`src/rtl/sva_burst_sequencer.sv`:
```
// sva_burst_sequencer
//   Each req accepted in IDLE starts one burst of burst_len+1 beats. Each beat has
//   an incrementing address and data. enable stalls beat delivery. busy covers the
//   whole transaction, and done pulses for one cycle after the last beat.
//   Optional build macro: SVA_SEQ_CHECK_EN embeds concurrent assertions on the
//   output signal set. Ports and behaviour are the same with or without it.
// Ports
//   clk, reset_n            : clock, asynchronous active-low reset
//   req                     : burst request, sampled only in IDLE
//   enable                  : beat gate (0 = stall, outputs hold)
//   start_addr/start_data   : first beat address/data, latched with req
//   burst_len               : beats-1, latched with req
//   valid/data/addr         : registered beat outputs
//   busy/done               : transaction in progress / end-of-burst pulse
//   state_oh                : one-hot state {DONE,BURST,LOAD,IDLE}
module sva_burst_sequencer #(
  parameter int unsigned DATA_W    = 8,
  parameter int unsigned ADDR_W    = 8,
  parameter int unsigned LEN_W     = 4,
  parameter int unsigned ADDR_STEP = 1
) (
  input  logic              clk,
  input  logic              reset_n,
  input  logic              req,
  input  logic              enable,
  input  logic [ADDR_W-1:0] start_addr,
  input  logic [DATA_W-1:0] start_data,
  input  logic [LEN_W-1:0]  burst_len,
  output logic              valid,
  output logic [DATA_W-1:0] data,
  output logic [ADDR_W-1:0] addr,
  output logic              busy,
  output logic              done,
  output logic [3:0]        state_oh
);

  typedef enum logic [1:0] {S_IDLE, S_LOAD, S_BURST, S_DONE} state_t;

  state_t            r_state,  w_state_nxt;
  logic [ADDR_W-1:0] r_saddr,  w_saddr_nxt;
  logic [DATA_W-1:0] r_sdata,  w_sdata_nxt;
  logic [LEN_W-1:0]  r_len,    w_len_nxt;
  logic [ADDR_W-1:0] r_addr,   w_addr_nxt;
  logic [DATA_W-1:0] r_data,   w_data_nxt;
  logic [LEN_W-1:0]  r_cnt,    w_cnt_nxt;
  logic              r_valid,  w_valid_nxt;
  logic              r_done,   w_done_nxt;
  logic              r_busy,   w_busy_nxt;
  logic [3:0]        r_oh,     w_oh_nxt;

  // State and output registers
  always_ff @(posedge clk or negedge reset_n) begin
    if (!reset_n) begin
      r_state <= S_IDLE;
      r_saddr <= '0;
      r_sdata <= '0;
      r_len   <= '0;
      r_addr  <= '0;
      r_data  <= '0;
      r_cnt   <= '0;
      r_valid <= 1'b0;
      r_done  <= 1'b0;
      r_busy  <= 1'b0;
      r_oh    <= 4'b0001;
    end else begin
      r_state <= w_state_nxt;
      r_saddr <= w_saddr_nxt;
      r_sdata <= w_sdata_nxt;
      r_len   <= w_len_nxt;
      r_addr  <= w_addr_nxt;
      r_data  <= w_data_nxt;
      r_cnt   <= w_cnt_nxt;
      r_valid <= w_valid_nxt;
      r_done  <= w_done_nxt;
      r_busy  <= w_busy_nxt;
      r_oh    <= w_oh_nxt;
    end
  end

  // Next state and next outputs
  always_comb begin
    w_state_nxt = r_state;
    w_saddr_nxt = r_saddr;
    w_sdata_nxt = r_sdata;
    w_len_nxt   = r_len;
    w_addr_nxt  = r_addr;
    w_data_nxt  = r_data;
    w_cnt_nxt   = r_cnt;
    w_valid_nxt = 1'b0;
    w_done_nxt  = 1'b0;
    case (r_state)
      S_IDLE: begin
        if (req) begin
          w_saddr_nxt = start_addr;
          w_sdata_nxt = start_data;
          w_len_nxt   = burst_len;
          w_state_nxt = S_LOAD;
        end
      end
      S_LOAD: begin
        w_addr_nxt  = r_saddr;
        w_data_nxt  = r_sdata;
        w_cnt_nxt   = r_len;
        w_valid_nxt = enable;
        w_state_nxt = S_BURST;
      end
      S_BURST: begin
        // r_valid means a beat was presented this cycle, so it is consumed at this edge.
        if (r_valid && (r_cnt == '0)) begin
          w_done_nxt  = 1'b1;
          w_state_nxt = S_DONE;
        end else begin
          w_valid_nxt = enable;
          if (r_valid) begin
            w_addr_nxt = r_addr + ADDR_W'(ADDR_STEP);
            w_data_nxt = r_data + DATA_W'(1);
            w_cnt_nxt  = r_cnt - LEN_W'(1);
          end
        end
      end
      S_DONE:  w_state_nxt = S_IDLE;
      default: w_state_nxt = S_IDLE;
    endcase

    w_busy_nxt = (w_state_nxt != S_IDLE);
    case (w_state_nxt)
      S_IDLE:  w_oh_nxt = 4'b0001;
      S_LOAD:  w_oh_nxt = 4'b0010;
      S_BURST: w_oh_nxt = 4'b0100;
      default: w_oh_nxt = 4'b1000;
    endcase
  end

  assign valid    = r_valid;
  assign data     = r_data;
  assign addr     = r_addr;
  assign busy     = r_busy;
  assign done     = r_done;
  assign state_oh = r_oh;

`ifdef SVA_SEQ_CHECK_EN
  // Protocol properties of the output signal set
  a_onehot: assert property (@(posedge clk) disable iff (!reset_n) $onehot(state_oh));
  a_rose_busy: assert property (@(posedge clk) disable iff (!reset_n) $rose(busy) |-> !valid);
  a_stall_stable: assert property (@(posedge clk) disable iff (!reset_n)
    (!enable && state_oh[2] && !valid) |=> ($stable(addr) && $stable(data)));
  a_data_inc: assert property (@(posedge clk) disable iff (!reset_n)
    (valid && $past(valid)) |-> (data == $past(data) + DATA_W'(1)));
  a_done_idle: assert property (@(posedge clk) disable iff (!reset_n) $rose(done) |=> !busy);
  a_known: assert property (@(posedge clk) disable iff (!reset_n) !$isunknown({valid, busy, done}));
`else
  // Assertions are excluded from this build.
`endif

endmodule

```
`config.mk`:
```
export PLATFORM = sky130hd
export DESIGN_NAME = sva_burst_sequencer
export DESIGN_NICKNAME = d
export VERILOG_FILES = /design/src/rtl/sva_burst_sequencer.sv
export SDC_FILE = /design/constraint.sdc
export NUM_CORES = 1
export LEC_CHECK = 0
export ABC_AREA = 1
export BUFFER_PORTS_ARGS = -buffer_cell sky130_fd_sc_hd__buf_2
export CAP_MARGIN = 20
export CELL_PAD_IN_SITES_DETAIL_PLACEMENT = 0
export CELL_PAD_IN_SITES_GLOBAL_PLACEMENT = 1
export CORE_ASPECT_RATIO = 1.25
export CORE_MARGIN = 4
export CORE_UTILIZATION = 37
export DETAILED_ROUTE_END_ITERATION = 8
export GPL_ROUTABILITY_DRIVEN = 1
export GPL_TIMING_DRIVEN = 0
export PLACE_DENSITY_LB_ADDON = 0.1
export SYNTH_ARGS = -nofsm -noshare
export SYNTH_HDL_FRONTEND = slang
export SYNTH_SLANG_ARGS = --single-unit
```
`constraint.sdc`:
```
create_clock -name clk -period 1.7 [get_ports clk]
set_clock_uncertainty 0.2 [all_clocks]
set_input_delay 0.085 -clock clk [delete_from_list [all_inputs] [get_ports clk]]
set_output_delay 0.085 -clock clk [all_outputs]
set_load 0.03 [all_outputs]
```
Yosys cells after proc, flatten, opt, wreduce, memory -nomap -nowiden
Cells that the tools add are included.
- reductions and logical operators: 8
- muxes and demuxes: 17
- equal/unequal tests: 7
- $add $sub $neg: 3
- operators by type and width (cell ; count):
    2-to-1 mux 8 bit ; 4
    one-hot mux 8 bit (2 select lines) ; 2
    adder 8 x 1 -> 8 bit (second input constant) ; 2
    one-hot mux 4 bit (3 select lines) ; 1
    2-to-1 mux 4 bit ; 2
    one-hot mux 2 bit (4 select lines) ; 1
    one-hot mux 4 bit (2 select lines) ; 1
    equality test 2 bit (second input constant) ; 3
    equality test 2 x 1 -> 1 bit (second input constant) ; 2
    zero test 2 bit ; 2
    zero test 4 bit ; 1
    2-to-1 mux 2 bit ; 2
    inequality test 2 bit (second input constant) ; 2
    nonzero test 2 bit ; 2
    subtractor 4 x 1 -> 4 bit (second input constant) ; 1
    2-to-1 mux 1 bit ; 3
    AND reduction 3 bit ; 1
    one-hot mux 1 bit (2 select lines) ; 1
    AND reduction 2 bit ; 1
    logical AND 1 bit ; 1
- logic and storage cells: 46
- output and inout port bits: 23
- register bits after elaboration: 49
- bits of input ports: 24

Logic depth before layout (Yosys ltp)
Gate-level depths: netlist (run 1).
- word-level depth: 6
- gate-level depth with buffers: 8
- gate-level depth less buffers: 7

Least setup slack after synthesis (run 1)
OpenSTA, ideal clock, no wires.
- path kind: reg2reg
- start point: reg r_state[0]
- end point: reg r_len[0]
- slack: 0.047 ns
- arrival: 1.328 ns
- data required time: 1.375 ns
- period minus slack after synthesis: 1.653 ns
- cell stages (with the launch flop): 6
- buffers on the path: 1
- setup time: 0.125 ns
- path through: dfrtp_1 inv_1 ha_1 nand2_2 buf_2 mux2_2
- longest elaborated chain between the ends: 2
- RTL lines (item ; line ; text):
    start: declaration ; 39 ; state_t r_state, w_state_nxt;
    start signal: assignment ; 66 ; r_state <= w_state_nxt;
    zero test 2 bit ; 91 ; case (r_state)
    AND reduction 2 bit (no line) ; - ;
    end signal: assignment ; 69 ; r_len <= w_len_nxt;
    end: declaration ; 42 ; logic [LEN_W-1:0] r_len, w_len_nxt;
Every way passes these cells.
A chain may end at the register's enable or synchronous reset.

Worst setup path in the final report (run 1)
- start point: reg r_state[0]
- end point: reg r_sdata[0]
- longest elaborated chain between the ends: 2
- RTL lines (item ; line ; text):
    zero test 2 bit ; 91 ;
    AND reduction 2 bit (no line) ; - ;
    end signal: assignment ; 68 ; r_sdata <= w_sdata_nxt;
    end: declaration ; 41 ; logic [DATA_W-1:0] r_sdata, w_sdata_nxt;
Every way passes these cells.

==> results of run 1 <==
==> sequential cells by signal, summed over array words and instances (netlist names) <==
register,flops
r_saddr,8
state_oh,4
r_state,2
r_len,4
done,1
busy,1
r_cnt,4
data,8
valid,1
addr,8
r_sdata,8
==> stage by stage <==
stage          cell area (um^2)  total power (uW)  hold slack (ns)
2_1_floorplan              2490              4440           -0.411
3_3_place_gp               2830              5270            0.113
3_5_place_dp               2850              5320           -0.188
4_1_cts                    3250              6240           0.0205
5_1_grt                    3350              7030           0.0305
6_report                   3350              6410          0.00490
==> cell usage in the layout (no fill, tap or decap), types with 2 or more instances in the layout <==
master,n
or2_2,5
nand3b_1,3
clkbuf_1,2
buf_8,3
buf_12,2
nand2_4,3
buf_4,11
a21oi_1,13
nor2_1,28
mux2_2,14
a21oi_2,2
inv_2,2
ha_1,7
o21ai_1,7
nand4_1,2
nand2_1,66
buf_2,47
nand3_2,3
o21ai_2,2
nand2_2,4
nand3_1,32
dlygate4sd3_1,23
o21ai_0,11
inv_1,21
clkbuf_8,6
dfrtp_1,48
==> logic make-up after synthesis <==
group	after synthesis
flip-flops	49
AO/OA/AOI/OAI	35
AND/OR/NAND/NOR	148
multiplexers	14
adder cells (fa/ha/maj)	8
buffers and inverters	34
==> per-layer routing <==
| metal | up-vias | wire length (um) | global-route usage |
|---|---|---|---|
| met5 | - | 0 | 0 |
| met4 | 0 | 91 | 0.0546 |
| met3 | 8 | 310 | 0.0386 |
| met2 | 55 | 3110 | 0.279 |
| met1 | 1013 | 2870 | 0.229 |
| li1 | 1103 | - | - |
==> cells in the mapped netlist, drive strengths merged <==
cell	number
nand2	73
dfrtp	48
nand3	36
nor2	29
inv	24
o21ai	20
a21oi	15
mux2	14
buf	9
ha	8
or2	5
nand3b	3
nand4	2
clkbuf	1
dfstp	1
==> area by class of cell <==
class / count / area (um^2) / area share
well taps: 87 / 109 / 0.0325
plain buffers: 10 / 108 / 0.0321
clock buffers: 8 / 90.1 / 0.0269
flip-flops and latches: 49 / 1230 / 0.367
multi-input cells: 205 / 1150 / 0.344
repair buffers: 79 / 569 / 0.170
inverters: 24 / 92.6 / 0.0277
==> what timing repair did <==
action	4_1_cts	5_1_grt
pin swaps	2	3
setup endpoints to repair	31	34
gates resized for setup	15	13
gates cloned	0	1
setup buffers	4	4
hold endpoints to repair	69	0
hold buffers	23	0
==> final timing paths <==
kind                                 start          end  slack [ns]  depth (start not counted)
min in group clk                  r_len[1]     r_len[1]        0.31                          1
max in group asynchronous          reset_n  state_oh[0]        0.73                          3
worst max-delay path            r_state[0]   r_sdata[0]        0.06                          5
worst max register to register  r_state[0]   r_sdata[0]        0.06                          5
worst min register to register    r_len[1]     r_len[1]        0.31                          1
worst min-delay path               reset_n      addr[6]       0.005                          2
==> report_power, final <==
part | switching [uW] | internal (uW) | total [uW]
sequential | 430 | 1730 | 2160
clock | 381 | 333 | 713
combinational | 2100 | 1430 | 3530
==> flow_metrics.py, run 1 <==
metrics = {
    "critical_path": {
        "cp.arrival_ns": 1.64,
        "end_kind": "register",
        "cp.required_ns": 1.70,
        "cpPeakStageDelay_ns": 0.41,
        "worst-path-buf-inv": 2,
        "path_class": "reg2reg",
        "crit_family": "flip-flops",
        "cpMaxStageDelayCell": "dfrtp_1",
        "startpoint_type": "register",
        "crit_chain": "inv_2, ha_1, nand2_4, clkbuf_16, mux2_2",
        "cp_max_fo": 6,
    },
    "sta": {
        "hold_violations": 0,
        "worstMarginPinSlew_ns": 0.345,
        "period_needed_ns": 1.64,
        "max_slew_margin": 0.770,
        "fin_crit_sh": 0.966,
        "max_freq_mhz": 609,
        "grt_setup_unrepaired": "yes",
        "setup_ws_ns": 0.0580,
        "maxSlewViolCount": 0,
        "finalSetupTns_ns": 0,
        "setup_viol": 0,
    },
    "routing": {
        "wl_um": 6390,
        "routedWlPerCell_um": 13.8,
        "vias": 2179,
        "drtIter0Drc": 134,
        "first_pass_iters": 4,
        "ant_nets": 0,
        "drcViolationCount": 0,
        "viasPerCell": 4.72,
    },
    "synth": {
        "yosys.area.top_type": "dfrtp_1",
        "ys_ff_latch": 49,
        "syn-cell-area_um2": 2490,
        "synth_top_family_by_area": "simple AND/OR/NAND/NOR gates",
        "yosys.area.top_type_share": 0.482,
        "syn-num-nets": 320,
        "ys_seq_area_frac": 0.492,
        "synthMuxAreaShare": 0.0632,
        "synth_fa_ha_area_frac": 0.0401,
        "ys_top_cells_by_area": "dfrtp_1 48%, nand2_1 10%, nand3_1 6.6%",
        "synth-xor-area-share": 0,
        "syn_inst": 288,
        "synthSimpleGateAreaFrac": 0.268,
        "synth-compound-area-share": 0.0733,
        "synth_cell_type_count": 25,
        "avgSynthCellArea_um2": 8.66,
        "ys_warn_count": 0,
    },
    "run_status": {
        "status": "finished clean",
    },
    "layout": {
        "fillers": 649,
        "final_cells": 462,
        "drive_gt1_frac": 0.299,
        "synthToLayoutAreaGrowth_pct": 34.3,
        "nets": 406,
        "utilization": 0.510,
        "diodes": 0,
    },
    "floorplan": {
        "pin_count": 47,
        "core_um2": 6570,
        "die-width_um": 81.4,
        "start_util": 0.380,
        "die_area_um2": 8120,
        "rows": 33,
        "fp.dieH_um": 99.8,
    },
    "placement": {
        "placed_cells": 422,
        "place_hpwl_um": 4400,
        "place_congestion": 0.798,
        "portBuffers": 46,
        "pre_cts_ws_ns": -0.256,
    },
    "global_route": {
        "grt_max_degree": 38,
        "grt_pass1_vias": 2169,
        "track_usage": 0.173,
        "grt_overflow": 0,
        "grt_pass1_wl_um": 10800,
        "antenna_found_initial": 0,
    },
    "clocking": {
        "cts.sinks": 49,
        "clock_path_buffers": 2,
        "cts_tree": "built",
        "cts_buffers": 5,
        "cts_max_level": 2,
        "root_buffer": "clkbuf_8",
        "clkTransAtPathRegs_ns": 0.09,
        "clock_latency_ns": 0.30,
    },
    "power_and_ir_drop": {
        "power_density_nw_per_um2": 1910,
        "vdd_drop_max_uv": 985,
        "p_leak_uw": 0.00164,
    },
    "min_path": {
        "min_path_type": "in2async",
    },
    "run": {
        "drv_cap": 0,
    },
}
Power figures use the tool's default switching activity.
==> run 2, diff against run 1 <==
- ABC_AREA: 1 -> not set
- CORE_UTILIZATION: 37 -> 39
==> run 2 against run 1 <==
Register-to-register slack worse by 0.18 ns; sequential share of layout area is 3.6 points lower; design area is 11% higher; the run now ends with negative setup slack left; combinational power is 22% higher; critical path depth stayed put; clock power is 21% higher; synthesized area is 1.6% higher; setup slack worse by 0.18 ns; critical endpoint is now addr[1]; total power is 17% higher; final cell count is 13% lower; worst hold slack better by 0.0069 ns.
==> flow_metrics.py, run 2 <==
metrics = {
    "critical_path": {
        "cp.depth": 5,
        "end_kind": "register",
        "crit_family": "multiplexers",
        "reg2reg_depth": 5,
        "critPathLaunch": "r_state[0]",
        "path_class": "reg2reg",
        "cp.arrival_ns": 1.82,
        "r2r_start": "r_state[0]",
        "cp.required_ns": 1.69,
        "worst-path-buf-inv": 1,
        "cp_max_fo": 6,
        "startpoint_type": "register",
        "cpPeakStageDelay_ns": 0.42,
        "cpMaxStageDelayCell": "dfrtp_1",
        "crit_chain": "inv_2, ha_4, mux2i_4, nor2_4, mux2_4",
    },
    "layout": {
        "synthToLayoutAreaGrowth_pct": 47.3,
        "mostFrequentLayoutCells": "46 x buf_2, 43 x dfrtp_1, 22 x dlygate4sd3_1, 21 x mux2_2",
        "drive_gt1_frac": 0.487,
        "nets": 349,
        "ff_latch_area_um2": 1230,
        "layout_commonest_cell": "buf_2",
        "diodes": 0,
        "multiInputGateArea_um2": 1420,
        "fillers": 572,
        "utilization": 0.597,
    },
    "sta": {
        "finalSetupTns_ns": -1.41,
        "setup_viol": 20,
        "grt_setup_unrepaired": "yes",
        "period_needed_ns": 1.82,
        "max_freq_mhz": 548,
        "worstMarginPinSlew_ns": 0.374,
        "hold_violations": 0,
        "maxSlewViolCount": 0,
        "fin_crit_sh": 1.07,
        "max_slew_margin": 0.751,
        "setup_ws_ns": -0.125,
    },
    "placement": {
        "portBuffers": 46,
        "place_hpwl_um": 4330,
        "place_congestion": 0.847,
    },
    "floorplan": {
        "core_um2": 6250,
        "rows": 32,
        "pin_count": 47,
        "start_util": 0.406,
        "die_area_um2": 7860,
        "fp.dieH_um": 98.1,
        "die-width_um": 80.1,
    },
    "run_status": {
        "violations": "negative setup slack",
        "status": "complete, but fails checks",
    },
    "synth": {
        "ys.flop_type": "dfrtp_1",
        "syn-cell-area_um2": 2530,
        "ys_warn_count": 0,
        "yosys.area.top_type": "dfrtp_1",
        "syn_inst": 221,
        "synth_common_cells": "48 x dfrtp_1, 24 x mux2_2, 14 x nor2_1",
        "ys_top_cells_by_area": "dfrtp_1 47%, mux2_2 11%, ha_1 4.0%",
        "ys_seq_area_frac": 0.484,
        "yosys.area.top_type_share": 0.474,
        "synth_edf_count": 0,
        "ys_ff_latch": 49,
        "synthArstFlopShare": 1.00,
        "yosysMostFrequentCell": "dfrtp_1",
        "synth_cell_type_count": 52,
        "syn-num-nets": 253,
        "avgSynthCellArea_um2": 11.5,
    },
    "global_route": {
        "antenna_found_initial": 0,
        "grt_pass1_vias": 2129,
        "grt_overflow": 0,
        "grt_pass1_wl_um": 10600,
        "grt_max_degree": 36,
        "track_usage": 0.171,
    },
    "power_and_ir_drop": {
        "vdd_drop_max_uv": 1160,
        "power_frac_clock": 0.116,
        "p_comb_frac": 0.575,
        "power.share.sequential": 0.309,
        "power_density_nw_per_um2": 2000,
        "p_sw_uw": 3170,
        "p_int_uw": 4300,
        "p_leak_uw": 0.00159,
        "p_sw_frac": 0.424,
    },
    "routing": {
        "viasPerCell": 5.28,
        "wl_um": 6680,
        "routedWlPerCell_um": 16.6,
        "vias": 2126,
        "ant_nets": 0,
        "drcViolationCount": 0,
        "drtIter0Drc": 85,
        "first_pass_iters": 4,
    },
    "clocking": {
        "clkTransAtPathRegs_ns": 0.10,
        "cts_buffers": 5,
        "clock_latency_ns": 0.31,
        "cts_tree": "built",
        "root_buffer": "clkbuf_8",
        "cts.sinks": 49,
        "cts_max_level": 2,
        "clock_path_buffers": 2,
    },
    "run": {
        "drv_cap": 0,
    },
    "min_path": {
        "min_path_type": "in2async",
    },
}
[run 2: changes by cell type after synthesis, sizes merged, moves of 10 or more]
cell / change
a211oi: +10
inv: -14
o21ai: -18
nor2: -14
nand3: -28
a21oi: -14
mux2: +10
nand2: -65
mux2i: +10
[run 2: path summary, 6_finish.rpt]
check | to | slack (ns)
max | addr[1] | -0.12
min | data[2] | 0.01
max reg2reg | addr[1] | -0.12
min reg2reg | r_saddr[1] | 0.31
max in group asynchronous | state_oh[0] | 0.72
min in group clk | r_state[0] | 0.10
[run 2: cells by family (layout without fill, tap and decap cells)]
kind of cell               count (synthesis)  count (layout)  share of synthesized area
muxes                                     34              34                      0.148
and+or+nand+nor                           71              71                      0.162
adders and majority gates                  8               8                     0.0395
buffers and inverters                     21             118                     0.0425
AOI/OAI and AO/OA                         38              38                      0.124
DFF                                       49              49                      0.484
[run 2: area by class of cell]
class,count,area share
plain buffers,9,0.0309
inverters,11,0.0124
flip-flops and latches,49,0.331
clock inverters,3,0.0124
clock buffers,5,0.0184
multi-input cells,151,0.381
well taps,85,0.0285
repair buffers,90,0.185
[run 2: what timing repair did]
item,in CTS,in global routing
gates cloned,1,2
hold buffers,22,0
pin swaps,4,13
gates resized for setup,24,34
endpoints found under the setup margin,45,45
setup buffers,10,8
endpoints found under the hold margin,69,0
[run 2: per-layer routing]
metal / up-vias / wire [um] / global-route usage / part of all wire
met5: - / 0 / 0 / 0
met2: 43 / 3410 / 0.283 / 0.51
met4: 0 / 137 / 0.0702 / 0.021
met1: 1054 / 2930 / 0.218 / 0.44
li1: 1018 / - / - / -
met3: 11 / 199 / 0.0295 / 0.030
[run 2: worst reg2reg max path: stages (launching register included)]
cell	delay, ns
dfrtp_1	0.42
inv_2	0.08
ha_4	0.19
mux2i_4	0.38
nor2_4	0.13
mux2_4	0.31
[run 2: power groups by stage]
stage               sequential [uW]  clock, uW  combinational, uW
floorplan                      2690          0               2100
global placement               2340          0               3340
detailed placement             2340          0               3380
CTS                            2310        888               3770
global route                   2400        924               4680
finish                         2310        864               4300
[run 2: stage by stage]
stage	instance area (um^2)	power [uW]	hold slack, ns	setup slack (ns)	cells
after global routing	3730	8000	0.0481	-0.188	403
after CTS	3470	6960	0.0151	-0.138	394
after global placement	2940	5670	0.111	-0.373	352
after floorplan	2610	4790	-0.411	-0.0334	221
final	3730	7470	0.0118	-0.125	403
after detailed placement	2960	5720	-0.180	-0.363	353
==> run 3, diff against run 2 <==
--- a/config.mk
+++ b/config.mk
@@ -14,2 +14,3 @@
 export CORE_UTILIZATION = 39
+export CTS_CLUSTER_DIAMETER = 200
 export DETAILED_ROUTE_END_ITERATION = 8
--- a/constraint.sdc
+++ b/constraint.sdc
@@ -4,2 +4,2 @@
 set_output_delay 0.085 -clock clk [all_outputs]
-set_load 0.03 [all_outputs]
+set_load 0.005 [all_outputs]
==> run 3 against run 2 <==
The flow still finishes with violations (negative setup slack); clock power shrank 23%; routed wire length up 3.3%; utilization is 1.2 points higher; largest power group unchanged.
==> flow_metrics.py, run 3 (synthesized netlist as in run 2, its figures left out) <==
metrics = {
    "critical_path": {
        "r2r_slack_ns": -0.12,
        "critPathLaunch": "r_state[1]",
        "cpMaxStageDelayCell": "dfrtp_1",
        "path_class": "reg2reg",
        "cp.required_ns": 1.68,
        "cpPeakStageDelay_ns": 0.41,
        "r2r-end": "addr[1]",
        "cp.arrival_ns": 1.80,
        "worst-path-buf-inv": 1,
        "crit_family": "multiplexers",
        "end_kind": "register",
        "r2r_start": "r_state[1]",
        "cp_max_fo": 7,
        "startpoint_type": "register",
        "crit_chain": "inv_1, ha_4, mux2i_4, nor2_4, mux2_4",
        "reg2reg_depth": 5,
    },
    "power_and_ir_drop": {
        "p_int_uw": 4360,
        "power_frac_clock": 0.094,
        "p_total_uw": 7100,
        "vdd_drop_max_uv": 1000,
        "p_sw_frac": 0.386,
        "p_sw_uw": 2740,
        "p_leak_uw": 0.00164,
        "p_comb_frac": 0.579,
        "power_density_nw_per_um2": 1870,
        "power.share.sequential": 0.327,
    },
    "run_status": {
        "violations": "negative setup slack",
        "status": "complete, but fails checks",
    },
    "min_path": {
        "min_path_type": "in2async",
    },
    "routing": {
        "wl_um": 6900,
        "drtIter0Drc": 43,
        "first_pass_iters": 4,
        "vias": 2162,
        "routedWlPerCell_um": 16.7,
        "ant_nets": 0,
        "viasPerCell": 5.25,
        "drcViolationCount": 0,
    },
    "sta": {
        "whs_ns": 0.0127,
        "setup_ws_ns": -0.120,
        "maxSlewViolCount": 0,
        "worstMarginPinSlew_ns": 0.364,
        "fin_crit_sh": 1.07,
        "max_freq_mhz": 549,
        "hold_violations": 0,
        "period_needed_ns": 1.82,
        "finalSetupTns_ns": -1.30,
        "max_slew_margin": 0.758,
        "setup_viol": 23,
        "grt_setup_unrepaired": "yes",
    },
    "global_route": {
        "grt_pass1_vias": 2201,
        "antenna_found_initial": 0,
        "grt_pass1_wl_um": 10800,
        "grt_max_degree": 36,
        "grt_overflow": 0,
        "track_usage": 0.174,
    },
    "layout": {
        "final_cell_area_um2": 3800,
        "synthToLayoutAreaGrowth_pct": 50.2,
        "layout_commonest_cell": "buf_2",
        "utilization": 0.609,
        "mostFrequentLayoutCells": "46 x buf_2, 45 x dfrtp_1, 22 x dlygate4sd3_1, 20 x mux2_2, 20 x buf_4",
        "nets": 358,
        "diodes": 0,
        "drive_gt1_frac": 0.505,
    },
    "clocking": {
        "clock_path_buffers": 2,
        "cts_max_level": 2,
        "clkTransAtPathRegs_ns": 0.09,
        "root_buffer": "clkbuf_8",
        "cts.sinks": 49,
        "cts_tree": "built",
        "clock_latency_ns": 0.30,
        "cts_buffers": 5,
    },
    "floorplan": {
        "start_util": 0.406,
        "rows": 32,
        "die-width_um": 80.1,
        "pin_count": 47,
        "fp.dieH_um": 98.1,
        "die_area_um2": 7860,
        "core_um2": 6250,
    },
    "placement": {
        "place_hpwl_um": 4290,
        "portBuffers": 46,
        "place_congestion": 0.836,
        "placed_cell_area_um2": 2940,
    },
    "run": {
        "drv_cap": 0,
    },
}
==> run 3: what timing repair did <==
item	4_1_cts	5_1_grt
pin swaps	5	15
hold endpoints to repair	69	0
buffers inserted	14	11
resized for setup	26	46
cloned	1	4
endpoints found under the setup margin	45	46
hold buffers	22	0
==> run 3: how the worst max path moves through the flow <==
stage / to / slack [ns] / depth (start not counted)
2_1_floorplan: addr[1] / -0.03 / 6
3_3_place_gp: data[3] / -0.32 / 5
3_5_place_dp: data[3] / -0.32 / 5
4_1_cts: addr[1] / -0.10 / 6
5_1_grt: data[1] / -0.20 / 5
6_report: addr[1] / -0.12 / 5
==> run 3: cell type report <==
cell class,instances,area (um^2)
clock buffers,6,72.6
inverters,11,46.3
clock inverters,2,10.0
multi-input cells,151,1440
fillers,554,2440
well taps,85,106
repair buffers,99,777
plain buffers,9,121
flip-flops and latches,49,1230
==> run 3: metal layers <==
metal / GRT usage / routed length (um) / vias up
met5: 0 / 0 / -
met4: 0.0663 / 129 / 0
met3: 0.0304 / 197 / 10
met2: 0.295 / 3630 / 47
met1: 0.218 / 2940 / 1072
li1: - / - / 1033
==> run 3: stage by stage <==
step	std cells	setup slack, ns
floorplan	221	-0.0314
global placement	352	-0.323
detailed placement	353	-0.324
CTS	398	-0.102
global route	412	-0.204
finish	412	-0.120
==> run 3: power groups by stage <==
stage	clock (uW)	combinational, uW	sequential (uW)
floorplan	0	2090	2200
CTS	693	3320	2290
detailed placement	0	2880	2310
global placement	0	2850	2310
finish	666	4110	2320
global route	739	4500	2400
